==> config.mk <==
export PLATFORM = sky130hd
export DESIGN_NAME = envelope_adsr
export DESIGN_NICKNAME = d
export VERILOG_FILES = /design/src/rtl/envelope_pkg.sv /design/src/rtl/envelope_fsm.sv /design/src/rtl/envelope_adsr.sv
export SDC_FILE = /design/constraint.sdc
export NUM_CORES = 1
export LEC_CHECK = 0
export BUFFER_PORTS_ARGS = -buffer_cell sky130_fd_sc_hd__buf_4
export CELL_PAD_IN_SITES_DETAIL_PLACEMENT = 1
export CELL_PAD_IN_SITES_GLOBAL_PLACEMENT = 2
export CORE_AREA = 2 2 144 146
export DETAILED_ROUTE_END_ITERATION = 8
export DIE_AREA = 0 0 146 148
export GPL_ROUTABILITY_DRIVEN = 0
export HOLD_SLACK_MARGIN = 0.06
export PLACE_DENSITY_LB_ADDON = 0.1
export SLEW_MARGIN = 20
export SYNTH_ARGS = -nofsm -noshare
export SYNTH_HDL_FRONTEND = slang
export SYNTH_HIERARCHICAL = 1
export SYNTH_SLANG_ARGS = --single-unit
==> constraint.sdc <==
create_clock -name clk_i -period 6.89 [get_ports clk_i]
set_input_delay 0 -clock clk_i [delete_from_list [all_inputs] [get_ports clk_i]]
set_output_delay 0 -clock clk_i [all_outputs]
set_load 0.02 [all_outputs]
==> src/rtl/envelope_pkg.sv <==
// rtl/envelope_pkg.sv - shared state encoding and envelope full-scale helper for envelope_adsr
package envelope_pkg;

  typedef enum logic [2:0] {
    IDLE,
    ATTACK,
    DECAY,
    SUSTAIN,
    RELEASE
  } env_state_e;

  function automatic int unsigned env_max(input int unsigned env_width);
    return (32'd1 << env_width) - 32'd1;
  endfunction

endpackage

==> src/rtl/envelope_fsm.sv <==
// rtl/envelope_fsm.sv - ADSR state and envelope gain register, stepped once per advance strobe
// Option: ENVELOPE_HARD_RETRIG_EN selects hard retrigger (gain forced to 0) from RELEASE.
module envelope_fsm
  import envelope_pkg::*;
#(
  parameter int env_width_p     = 16,
  parameter int attack_step_p   = 16384,
  parameter int decay_step_p    = 8192,
  parameter int sustain_level_p = 32768,
  parameter int release_step_p  = 4096
) (
  input  logic                   clk_i,
  input  logic                   reset_ni,
  input  logic                   advance_i,
  input  logic                   gate_i,
  output logic [env_width_p-1:0] env_o
);

  typedef logic [env_width_p:0] wide_t;

  localparam logic [env_width_p-1:0] max_c     = env_width_p'(env_max(env_width_p));
  localparam logic [env_width_p-1:0] sustain_c = env_width_p'(sustain_level_p);
  localparam logic [env_width_p-1:0] decay_c   = env_width_p'(decay_step_p);
  localparam logic [env_width_p-1:0] release_c = env_width_p'(release_step_p);
  localparam wide_t attack_w      = wide_t'(attack_step_p);
  localparam wide_t release_w     = wide_t'(release_step_p);
  localparam wide_t decay_floor_w = wide_t'(sustain_level_p) + wide_t'(decay_step_p);

  env_state_e             state_q, state_d;
  logic [env_width_p-1:0] env_q, env_d;

  // One extra bit of headroom so the saturation tests see the true sum/difference.
  wide_t                  env_w;
  wide_t                  attack_sum;
  logic                   attack_done;
  logic [env_width_p-1:0] attack_env;

  assign env_w       = {1'b0, env_q};
  assign attack_sum  = env_w + attack_w;
  assign attack_done = attack_sum >= {1'b0, max_c};
  assign attack_env  = attack_done ? max_c : attack_sum[env_width_p-1:0];

  always_ff @(posedge clk_i) begin
    if (!reset_ni) begin
      state_q <= IDLE;
      env_q   <= '0;
    end else begin
      state_q <= state_d;
      env_q   <= env_d;
    end
  end

  always_comb begin
    state_d = state_q;
    env_d   = env_q;
    if (advance_i) begin
      case (state_q)
        IDLE: begin
          env_d = '0;
          if (gate_i) state_d = ATTACK;
        end
        ATTACK: begin
          if (!gate_i) begin
            state_d = RELEASE;
          end else begin
            env_d = attack_env;
            if (attack_done) state_d = DECAY;
          end
        end
        DECAY: begin
          if (!gate_i) begin
            state_d = RELEASE;
          end else if (env_w <= decay_floor_w) begin
            env_d   = sustain_c;
            state_d = SUSTAIN;
          end else begin
            env_d = env_q - decay_c;
          end
        end
        SUSTAIN: begin
          if (!gate_i) state_d = RELEASE;
        end
        RELEASE: begin
          if (gate_i) begin
`ifdef ENVELOPE_HARD_RETRIG_EN
            env_d   = '0;
            state_d = ATTACK;
`else
            env_d   = attack_env;
            state_d = attack_done ? DECAY : ATTACK;
`endif
          end else if (env_w <= release_w) begin
            env_d   = '0;
            state_d = IDLE;
          end else begin
            env_d = env_q - release_c;
          end
        end
        default: begin
          env_d   = '0;
          state_d = IDLE;
        end
      endcase
    end
  end

  assign env_o = env_q;

endmodule

==> src/rtl/envelope_adsr.sv <==
// rtl/envelope_adsr.sv - scales a signed sample stream by an ADSR gain, 1-deep registered output
// Option: ENVELOPE_HARD_RETRIG_EN (in envelope_fsm) selects hard retrigger.
module envelope_adsr
  import envelope_pkg::*;
#(
  parameter int width_p         = 12,
  parameter int env_width_p     = 16,
  parameter int attack_step_p   = 16384,
  parameter int decay_step_p    = 8192,
  parameter int sustain_level_p = 32768,
  parameter int release_step_p  = 4096
) (
  input  logic                      clk_i,
  input  logic                      reset_ni,
  input  logic                      gate_i,
  input  logic                      valid_i,
  input  logic signed [width_p-1:0] data_i,
  output logic                      ready_o,
  output logic                      valid_o,
  output logic signed [width_p-1:0] data_o,
  input  logic                      ready_i
);

  localparam int prod_w = width_p + env_width_p + 1;

  logic                     accept;
  logic [env_width_p-1:0]   env;
  logic signed [prod_w-1:0] data_ext;
  logic signed [prod_w-1:0] env_ext;
  logic signed [prod_w-1:0] prod;
  logic                     prod_unused;

  assign ready_o = ~valid_o | ready_i;
  assign accept  = valid_i & ready_o;

  envelope_fsm #(
    .env_width_p    (env_width_p),
    .attack_step_p  (attack_step_p),
    .decay_step_p   (decay_step_p),
    .sustain_level_p(sustain_level_p),
    .release_step_p (release_step_p)
  ) u_fsm (
    .clk_i    (clk_i),
    .reset_ni (reset_ni),
    .advance_i(accept),
    .gate_i   (gate_i),
    .env_o    (env)
  );

  // Gain is unsigned, so it is zero-extended before the signed multiply.
  assign data_ext = {{(prod_w-width_p){data_i[width_p-1]}}, data_i};
  assign env_ext  = {{(prod_w-env_width_p){1'b0}}, env};
  assign prod     = data_ext * env_ext;

  // Taking the bits above env_width_p is an arithmetic shift, i.e. floor.
  assign prod_unused = ^{prod[prod_w-1], prod[env_width_p-1:0]};

  always_ff @(posedge clk_i) begin
    if (!reset_ni) begin
      valid_o <= 1'b0;
      data_o  <= '0;
    end else if (accept) begin
      valid_o <= 1'b1;
      data_o  <= prod[width_p+env_width_p-1:env_width_p];
    end else if (ready_i) begin
      valid_o <= 1'b0;
    end
  end

endmodule

==> results of run 1 <==
==> where the power goes <==
part	switching (mW)	internal, mW	total (mW)
registers	0.00536	0.191	0.197
clock network	0.0947	0.133	0.228
logic	0.0906	0.0475	0.138
total	0.191	0.372	0.563
==> per-layer routing <==
metal | GRT usage | vias to the layer above | wire length (µm) | share of wire
met5 | 0 | - | 0 | 0
met1 | 0.2681 | 3153 | 9506 | 0.44
li1 | - | 2900 | - | -
met2 | 0.3877 | 64 | 11290 | 0.53
met4 | 0.04660 | 0 | 355 | 0.017
met3 | 0.01420 | 19 | 339 | 0.016
==> tightest hold or removal path, cell delays in order <==
cell	delay (ps)
sky130_fd_sc_hd__buf_4	190
sky130_fd_sc_hd__nand2_1	90
sky130_fd_sc_hd__mux2i_1	60
==> timing repair <==
item,CTS,global route
hold endpoints to repair,1,0
gates resized for setup,0,0
hold buffers,2,0
==> layout make-up <==
cell class,count,share of cell area
clock buffer,5,0.01482
clock inverter,3,0.002223
inverter,194,0.08623
multi-input combinational,656,0.7500
sequential,32,0.07586
tap,270,0.04001
timing repair buffer,34,0.03082
==> registers in the layout, summed over array words and instances, names as in the netlist <==
| signal | count |
|---|---|
| u_fsm/env_o | 16 |
| u_fsm/state_q | 3 |
| data_o | 12 |
| valid_o | 1 |
==> cells by family after synthesis <==
family | after synthesis
flip-flops | 32
AND/OR/NAND/NOR | 309
XOR/XNOR | 7
multiplexers | 3
AO/OA/AOI/OAI | 110
buffers and inverters | 237
adder cells (fa/ha/maj) | 227
==> Yosys cell counts (8+ instances only) <==
cell type                    n  area share
sky130_fd_sc_hd__a21o_1     18       0.017
sky130_fd_sc_hd__a21oi_1    17       0.011
sky130_fd_sc_hd__and2_1     71       0.056
sky130_fd_sc_hd__clkbuf_1   40       0.019
sky130_fd_sc_hd__dfxtp_1    32       0.081
sky130_fd_sc_hd__fa_1      139        0.35
sky130_fd_sc_hd__ha_1       87        0.14
sky130_fd_sc_hd__inv_1     193       0.092
sky130_fd_sc_hd__nand2_1   133       0.063
sky130_fd_sc_hd__nand2b_1   10      0.0079
sky130_fd_sc_hd__nand3_1    11      0.0070
sky130_fd_sc_hd__nand4_1     9      0.0071
sky130_fd_sc_hd__nor2_1     27       0.013
sky130_fd_sc_hd__nor3_1     15      0.0095
sky130_fd_sc_hd__o211ai_1    8      0.0076
sky130_fd_sc_hd__o21ai_0    17       0.011
==> cells in the final DEF (no fill, tap or decap), drive strengths merged, types with 3 or more instances in the layout <==
cell type  count
a31o           3
fa           139
buf           32
nand2        133
or3            5
o21bai         4
inv          193
xnor2          4
a31oi          5
mux2i          3
a211o          4
a211oi         3
and4           3
nand4          9
o21a           3
clkinv         4
nor3          15
or4            5
dfxtp         32
clkbuf         5
and2          71
o211ai         8
a21oi         17
and3           7
nor2          28
o31ai          4
ha            87
nand3         11
o21ai         18
nand3b         4
nand2b        10
xor2           3
a21o          18
==> how the worst max path moves through the flow <==
| stage | cells past startpoint | startpoint | slack, ps | end |
|---|---|---|---|---|
| after global routing | 16 | u_fsm/env_o[2]$_SDFFE_PN0P_ | 730 | data_o[10]$_SDFFE_PN0P_ |
| after global placement | 16 | u_fsm/env_o[1]$_SDFFE_PN0P_ | 1150 | data_o[10]$_SDFFE_PN0P_ |
| final | 16 | u_fsm/env_o[2]$_SDFFE_PN0P_ | 1030 | data_o[10]$_SDFFE_PN0P_ |
| after detailed placement | 16 | u_fsm/env_o[2]$_SDFFE_PN0P_ | 1030 | data_o[10]$_SDFFE_PN0P_ |
| after floorplan | 18 | u_fsm/env_o[13]$_SDFFE_PN0P_ | 1620 | data_o[9]$_SDFFE_PN0P_ |
| after CTS | 16 | u_fsm/env_o[2]$_SDFFE_PN0P_ | 1010 | data_o[10]$_SDFFE_PN0P_ |
==> stage by stage <==
step	util	instance area (µm²)	setup slack [ps]
4_1_cts	0.4214	8444	1011
6_report	0.4214	8444	1028
2_1_floorplan	-	7880	1623
3_3_place_gp	0.4132	8280	1153
5_1_grt	0.4214	8444	734.9
3_5_place_dp	0.4132	8280	1025
==> flow_results.xml, run 1 <==
<?xml version="1.0" encoding="UTF-8"?>
<metrics>
  <group name="critical_path">
    <metric name="crit_path_end_kind" unit="">flop</metric>
    <metric name="worst-endpoint-arrival" unit="ps">6030</metric>
    <metric name="rrSetupSlack" unit="ps">1030</metric>
    <metric name="rr_endpoint" unit="">data_o[10]$_SDFFE_PN0P_</metric>
    <metric name="worst_ep_required_time" unit="ps">7060</metric>
    <metric name="cpPeakStageDelay" unit="ps">740</metric>
    <metric name="critical_path_class" unit="">reg2reg</metric>
    <metric name="cp_cell_sequence" unit="">nand2_1 &gt; fa_1 &gt; fa_1 &gt; inv_1 &gt; fa_1 &gt; fa_1 &gt; inv_1 &gt; fa_1 &gt; inv_1 &gt; ha_1 &gt; o21ai_0 &gt; o21bai_1 &gt; o311a_1 &gt; a31oi_1 &gt; o21ai_0 &gt; a221o_1</metric>
    <metric name="critical-path-top-cell-by-count" unit="">sky130_fd_sc_hd__fa_1</metric>
    <metric name="reg2reg_depth" unit="">16</metric>
    <metric name="critical_path.max_fanout" unit="">15</metric>
    <metric name="r2r-start" unit="">u_fsm/env_o[2]$_SDFFE_PN0P_</metric>
    <metric name="cp.buffers_inverters" unit="">3</metric>
    <metric name="crit_slowest_cell" unit="">sky130_fd_sc_hd__dfxtp_1</metric>
    <metric name="crit_path_start_kind" unit="">flop</metric>
    <metric name="cp_top_family" unit="">adder cells</metric>
  </group>
  <group name="status">
    <metric name="run_status" unit="">finished clean</metric>
  </group>
  <group name="synth">
    <metric name="yosys.area_share.adder" unit="">0.4925</metric>
    <metric name="syn-num-nets" unit="">1168</metric>
    <metric name="synth-edff-count" unit="">0</metric>
    <metric name="yosysUniqueCellTypes" unit="">66</metric>
    <metric name="synth-seq-cells" unit="">32</metric>
    <metric name="ys_seq_area_frac" unit="">0.08130</metric>
    <metric name="synthArstFlopShare" unit="">0</metric>
    <metric name="synth-xor-area-share" unit="">0.007780</metric>
    <metric name="synth.cell_area" unit="mm²">0.007880</metric>
    <metric name="synth-main-ff-cell" unit="">sky130_fd_sc_hd__dfxtp_1</metric>
    <metric name="postSynthCellCount" unit="">925</metric>
    <metric name="main_combinational_cell_family_by_area_after_synthesis" unit="">adder cells</metric>
    <metric name="post_synth.cell_area_avg" unit="µm²">8.519</metric>
    <metric name="synth-compound-area-share" unit="">0.1003</metric>
    <metric name="yosys-mux-area-fraction" unit="">0.003811</metric>
    <metric name="synth-warning-count" unit="">6</metric>
    <metric name="yosys.area_share.simple" unit="">0.1993</metric>
  </group>
  <group name="cts">
    <metric name="clkSlewWorstSetupHoldPaths" unit="ps">60</metric>
    <metric name="cts.path.max_buffers" unit="">2</metric>
    <metric name="h_tree_lvls" unit="">2</metric>
    <metric name="tritoncts" unit="">done</metric>
    <metric name="cts-root-buf" unit="">sky130_fd_sc_hd__clkbuf_16</metric>
    <metric name="worstSkewPairLatency" unit="ps">290</metric>
    <metric name="clock-sinks" unit="">32</metric>
    <metric name="post-cts-setup-buffer-count" unit="">0</metric>
    <metric name="cts-buffers-inserted" unit="">5</metric>
  </group>
  <group name="timing">
    <metric name="timing.max_slew.rel_slack" unit="">0.4092</metric>
    <metric name="worst_slew_pin_slew" unit="ps">876.7</metric>
    <metric name="fin_tns_setup" unit="ps">0</metric>
    <metric name="timing.final.crit_period" unit="ps">5862</metric>
    <metric name="final-max-slew-violation-count" unit="">0</metric>
    <metric name="final.setup_skew" unit="ps">6.580</metric>
    <metric name="timing.hold.ws" unit="ps">98.86</metric>
    <metric name="rsz0062_at_grt" unit="">no</metric>
    <metric name="post-route-period-util" unit="">0.8508</metric>
    <metric name="top_achievable_clock_speed" unit="GHz">0.1706</metric>
    <metric name="setup_viol_count_final" unit="">0</metric>
    <metric name="final_hold_vio_count" unit="">0</metric>
  </group>
  <group name="cells_and_area">
    <metric name="seqCellArea" unit="µm²">640.6</metric>
    <metric name="nFillCells" unit="">2451</metric>
    <metric name="multi_input_area" unit="mm²">0.006334</metric>
    <metric name="post_route_cells_drive_above_1_share" unit="">0.05844</metric>
    <metric name="layout-area-overhead-vs-synth" unit="%">7.161</metric>
    <metric name="number_of_inserted_diodes" unit="">0</metric>
    <metric name="instances_no_fill" unit="">1194</metric>
    <metric name="net_count_reported_at_finish" unit="">1166</metric>
  </group>
  <group name="drt">
    <metric name="wl" unit="µm">21490</metric>
    <metric name="drtIter0Drc" unit="">220</metric>
    <metric name="post-route-drc-count" unit="">0</metric>
    <metric name="ant_nets" unit="">0</metric>
    <metric name="wl_per_cell" unit="µm">18.00</metric>
    <metric name="viasPerCell" unit="">5.139</metric>
    <metric name="dr_total_vias" unit="">6136</metric>
    <metric name="first_pass_iters" unit="">6</metric>
  </group>
  <group name="floorplan">
    <metric name="core_area" unit="mm²">0.02004</metric>
    <metric name="chipHeight" unit="µm">148</metric>
    <metric name="floorplan.die.width" unit="µm">146</metric>
    <metric name="io_pins" unit="">31</metric>
    <metric name="placement_row_count" unit="">52</metric>
    <metric name="floorplan.initialDensity" unit="">0.3932</metric>
    <metric name="full_die_area" unit="mm²">0.02161</metric>
  </group>
  <group name="power">
    <metric name="vdd_ir_drop_max" unit="µV">65.84</metric>
    <metric name="pwr_density_cell" unit="mW/mm²">66.66</metric>
    <metric name="static-leakage-power" unit="nW">4.174</metric>
    <metric name="p_total" unit="mW">0.5629</metric>
  </group>
  <group name="placed_design">
    <metric name="hpwl" unit="µm">17510</metric>
    <metric name="place_inst" unit="">1184</metric>
    <metric name="port-buffer-count" unit="">30</metric>
  </group>
  <group name="hold_path">
    <metric name="worstHoldEndpoint" unit="">u_fsm/state_q[2]$_SDFFE_PN0P_</metric>
    <metric name="hold_sp" unit="">reset_ni</metric>
    <metric name="worst_hold_path.num_cells" unit="">3</metric>
    <metric name="hold_class" unit="">in2reg</metric>
  </group>
  <group name="global_route">
    <metric name="initial_antenna_violation_count" unit="">0</metric>
    <metric name="grt_first_pass_wirelength" unit="µm">36080</metric>
    <metric name="globalRoute.totalOverflow" unit="">0</metric>
    <metric name="groute.usage.overall" unit="">0.2092</metric>
    <metric name="first_global_vias" unit="">6836</metric>
    <metric name="grt_max_degree" unit="">21</metric>
  </group>
  <group name="flow_run">
    <metric name="drv_cap" unit="">0</metric>
  </group>
</metrics>
(Power assumes the default switching activity.)
==> run 2, diff against run 1 <==
CORE_AREA = 2 2 141 143   (was 2 2 144 146)
DIE_AREA = 0 0 143 145   (was 0 0 146 148)
GPL_ROUTABILITY_DRIVEN = unset   (was 0)
REMOVE_ABC_BUFFERS = 1   (was unset)
SYNTH_HIERARCHICAL = unset   (was 1)
==> run 2 against run 1 <==
Net effect:
- register-to-register slack worse by 180 ps
- fmax down 2.9%
- first-iteration DRC count up 7.3%
- cell count down 2.5%
- clock power up 8%
- combinational power about the same
- largest cell class unchanged
==> flow_results.xml, run 2 <==
<?xml version="1.0" encoding="UTF-8"?>
<metrics>
  <group name="drt">
    <metric name="wl_per_cell" unit="µm">19.64</metric>
    <metric name="met1_layer_wirelength_in_the_final_routing" unit="µm">9510</metric>
    <metric name="ant_nets" unit="">0</metric>
    <metric name="wl" unit="µm">22860</metric>
    <metric name="drtIter0Drc" unit="">236</metric>
    <metric name="met3_length" unit="µm">675</metric>
    <metric name="dr_total_vias" unit="">6032</metric>
    <metric name="route.met2.wl" unit="µm">11910</metric>
    <metric name="viasPerCell" unit="">5.182</metric>
    <metric name="post-route-drc-count" unit="">0</metric>
    <metric name="top_layer_reached_by_signal_wires" unit="">met4</metric>
    <metric name="first_pass_iters" unit="">4</metric>
  </group>
  <group name="cells_and_area">
    <metric name="commonest_non_fill_non_tap_cell_in_the_layout" unit="">sky130_fd_sc_hd__inv_1</metric>
    <metric name="net_count_reported_at_finish" unit="">1142</metric>
    <metric name="commonest_cells_after_routing_fill_and_taps_aside" unit="">188 x sky130_fd_sc_hd__inv_1, 144 x sky130_fd_sc_hd__nand2_1, 139 x sky130_fd_sc_hd__fa_1</metric>
    <metric name="instances_no_fill" unit="">1164</metric>
    <metric name="layout-area-overhead-vs-synth" unit="%">8.610</metric>
    <metric name="flip_flop_count_of_the_largest_register_after_layout" unit="">16</metric>
    <metric name="number_of_inserted_diodes" unit="">0</metric>
    <metric name="post_route_cells_drive_above_1_share" unit="">0.05562</metric>
  </group>
  <group name="critical_path">
    <metric name="rr_endpoint" unit="">data_o[11]$_SDFFE_PN0P_</metric>
    <metric name="r2r-start" unit="">u_fsm.env_o[3]$_SDFFE_PN0P_</metric>
    <metric name="cpPeakStageDelay" unit="ps">820</metric>
    <metric name="worst-endpoint-arrival" unit="ps">6280</metric>
    <metric name="cp_cell_sequence" unit="">nor2_1 &gt; fa_1 &gt; fa_1 &gt; fa_1 &gt; fa_1 &gt; inv_1 &gt; fa_1 &gt; inv_1 &gt; ha_1 &gt; and3_1 &gt; a21boi_0 &gt; or2_2 &gt; o21ai_0 &gt; o31ai_1 &gt; or4_1 &gt; nand3_1</metric>
    <metric name="crit_path_start_kind" unit="">flop</metric>
    <metric name="critical_path.max_fanout" unit="">15</metric>
    <metric name="reg2reg_depth" unit="">16</metric>
    <metric name="cp_top_family" unit="">adder cells</metric>
    <metric name="crit_slowest_cell" unit="">sky130_fd_sc_hd__dfxtp_1</metric>
    <metric name="critical_path_cell_count" unit="">16</metric>
    <metric name="critical_path_class" unit="">reg2reg</metric>
    <metric name="cp.buffers_inverters" unit="">2</metric>
    <metric name="worst_ep_required_time" unit="ps">7130</metric>
    <metric name="rrSetupSlack" unit="ps">850</metric>
    <metric name="crit_path_end_kind" unit="">flop</metric>
    <metric name="critical-path-top-cell-by-count" unit="">sky130_fd_sc_hd__fa_1</metric>
  </group>
  <group name="placed_design">
    <metric name="hpwl" unit="µm">18090</metric>
    <metric name="port-buffer-count" unit="">30</metric>
    <metric name="gp_congestion" unit="">0.9194</metric>
    <metric name="place_inst" unit="">1150</metric>
  </group>
  <group name="floorplan">
    <metric name="chipHeight" unit="µm">145</metric>
    <metric name="io_pins" unit="">31</metric>
    <metric name="floorplan.initialDensity" unit="">0.3942</metric>
    <metric name="floorplan.die.width" unit="µm">143</metric>
    <metric name="full_die_area" unit="mm²">0.02074</metric>
    <metric name="placement_row_count" unit="">51</metric>
    <metric name="core_area" unit="mm²">0.01921</metric>
  </group>
  <group name="hold_path">
    <metric name="worstHoldEndpoint" unit="">ready_o</metric>
    <metric name="hold_class" unit="">in2out</metric>
    <metric name="hold_sp" unit="">ready_i</metric>
    <metric name="worst_hold_path.num_cells" unit="">3</metric>
  </group>
  <group name="global_route">
    <metric name="first_global_vias" unit="">6903</metric>
    <metric name="grt_max_degree" unit="">19</metric>
    <metric name="globalRoute.totalOverflow" unit="">0</metric>
    <metric name="groute.usage.overall" unit="">0.2351</metric>
    <metric name="initial_antenna_violation_count" unit="">0</metric>
    <metric name="grt_first_pass_wirelength" unit="µm">37140</metric>
  </group>
  <group name="synth">
    <metric name="synth-edff-count" unit="">0</metric>
    <metric name="synth.area.top_cells" unit="">sky130_fd_sc_hd__fa_1 37%, sky130_fd_sc_hd__ha_1 15%, sky130_fd_sc_hd__inv_1 9.3%</metric>
    <metric name="synth-warning-count" unit="">0</metric>
    <metric name="yosysUniqueCellTypes" unit="">55</metric>
    <metric name="synth_top_area_cell" unit="">sky130_fd_sc_hd__fa_1</metric>
    <metric name="synth-seq-cells" unit="">32</metric>
    <metric name="synth.cell_area" unit="mm²">0.007571</metric>
    <metric name="most_instantiated_cells_after_synthesis" unit="">188 x sky130_fd_sc_hd__inv_1, 144 x sky130_fd_sc_hd__nand2_1, 139 x sky130_fd_sc_hd__fa_1</metric>
    <metric name="synth-main-ff-cell" unit="">sky130_fd_sc_hd__dfxtp_1</metric>
    <metric name="postSynthCellCount" unit="">892</metric>
    <metric name="yosysTopAreaCellShare" unit="">0.3675</metric>
    <metric name="synth.most_common_cell" unit="">sky130_fd_sc_hd__inv_1</metric>
    <metric name="post_synth.cell_area_avg" unit="µm²">8.488</metric>
    <metric name="ys_seq_area_frac" unit="">0.08461</metric>
    <metric name="synthArstFlopShare" unit="">0</metric>
  </group>
  <group name="cts">
    <metric name="cts-root-buf" unit="">sky130_fd_sc_hd__clkbuf_16</metric>
    <metric name="tritoncts" unit="">done</metric>
    <metric name="clkSlewWorstSetupHoldPaths" unit="ps">70</metric>
    <metric name="worstSkewPairLatency" unit="ps">310</metric>
    <metric name="clock-sinks" unit="">32</metric>
    <metric name="cts-buffers-inserted" unit="">5</metric>
    <metric name="cts.path.max_buffers" unit="">2</metric>
    <metric name="post-cts-setup-buffer-count" unit="">0</metric>
    <metric name="h_tree_lvls" unit="">2</metric>
  </group>
  <group name="timing">
    <metric name="setup_viol_count_final" unit="">0</metric>
    <metric name="fin_tns_setup" unit="ps">0</metric>
    <metric name="final.setup_skew" unit="ps">12.55</metric>
    <metric name="rsz0062_at_grt" unit="">no</metric>
    <metric name="post-route-period-util" unit="">0.8767</metric>
    <metric name="final_hold_vio_count" unit="">0</metric>
    <metric name="timing.hold.ws" unit="ps">385.4</metric>
    <metric name="final-max-slew-violation-count" unit="">0</metric>
    <metric name="top_achievable_clock_speed" unit="GHz">0.1656</metric>
    <metric name="timing.max_slew.rel_slack" unit="">0.4626</metric>
    <metric name="timing.final.crit_period" unit="ps">6040</metric>
    <metric name="worst_slew_pin_slew" unit="ps">806.0</metric>
  </group>
  <group name="power">
    <metric name="vdd_ir_drop_max" unit="µV">79.84</metric>
    <metric name="pwr_density_cell" unit="mW/mm²">71.08</metric>
    <metric name="static-leakage-power" unit="nW">3.964</metric>
  </group>
  <group name="status">
    <metric name="run_status" unit="">finished clean</metric>
  </group>
  <group name="flow_run">
    <metric name="drv_cap" unit="">0</metric>
  </group>
</metrics>
-- run 2: cell types whose count changed after synthesis, sizes merged, moves of 6 or more --
| cell | change |
|---|---|
| a21oi | +14 |
| nor3 | -10 |
| o21a | +14 |
| a21o | -17 |
| nand2 | +11 |
| xnor2 | +6 |
| and2 | -11 |
-- run 2: routing by layer --
metal | track usage | vias up
met5 | 0 | -
met4 | 0.08762 | 0
met3 | 0.02343 | 38
met2 | 0.4156 | 92
met1 | 0.2940 | 3141
li1 | - | 2761
-- run 2: tightest hold or removal path, cell delays in order --
cell                       delay [ps]
sky130_fd_sc_hd__buf_4             70
sky130_fd_sc_hd__nand2b_1         150
sky130_fd_sc_hd__buf_4            160
-- run 2: worst max-delay path by stage --
stage,from,endpoint
finish,u_fsm.env_o[3]$_SDFFE_PN0P_,data_o[11]$_SDFFE_PN0P_
global route,u_fsm.env_o[3]$_SDFFE_PN0P_,data_o[11]$_SDFFE_PN0P_
CTS,u_fsm.env_o[3]$_SDFFE_PN0P_,data_o[11]$_SDFFE_PN0P_
detailed placement,u_fsm.env_o[3]$_SDFFE_PN0P_,data_o[11]$_SDFFE_PN0P_
global placement,u_fsm.env_o[3]$_SDFFE_PN0P_,data_o[11]$_SDFFE_PN0P_
floorplan,u_fsm.env_o[6]$_SDFFE_PN0P_,data_o[11]$_SDFFE_PN0P_
-- run 2: cell families (layout without fill, tap and decap cells) --
| family | Yosys count | in the layout | share of synthesized area |
|---|---|---|---|
| xor+xnor | 14 | 14 | 0.01619 |
| mux | 1 | 1 | 0.001322 |
| flops | 32 | 32 | 0.08461 |
| compound gates | 104 | 104 | 0.08941 |
| simple gates | 285 | 285 | 0.1818 |
| fa+ha+maj | 227 | 227 | 0.5130 |
| buf+inv | 229 | 236 | 0.1137 |
-- run 2: area by class of cell --
| class | count | area, µm² |
|---|---|---|
| Clock buffer | 5 | 125.1 |
| Clock inverter | 3 | 23.77 |
| Fill cell | 2281 | 10980 |
| Inverter | 188 | 705.7 |
| Multi-Input combinational cell | 631 | 6081 |
| Sequential cell | 32 | 640.6 |
| Tap cell | 265 | 331.6 |
| Timing Repair Buffer | 40 | 315.3 |
-- run 2: timing repair --
item | in CTS | in global routing
gates resized for setup | 0 | 0
hold buffers | 6 | 0
endpoints found under the hold margin | 3 | 0
-- run 2: stage by stage --
stage               instance area [µm²]  utilization  power, mW  setup WS, ps
finish                             8223       0.4281     0.5845         849.8
global route                       8223       0.4281     0.6136         561.2
CTS                                8223       0.4281     0.5963         852.6
detailed placement                 8014       0.4172     0.3407         884.1
global placement                   8008       0.4169     0.3375          1023
floorplan                          7416            -     0.2708          1812
-- run 2: report_power, final --
part	leakage (nW)	switching [mW]	internal [mW]
clock network	0.0660	0.112	0.135
registers	0.260	0.00552	0.191
logic	3.64	0.0932	0.0481
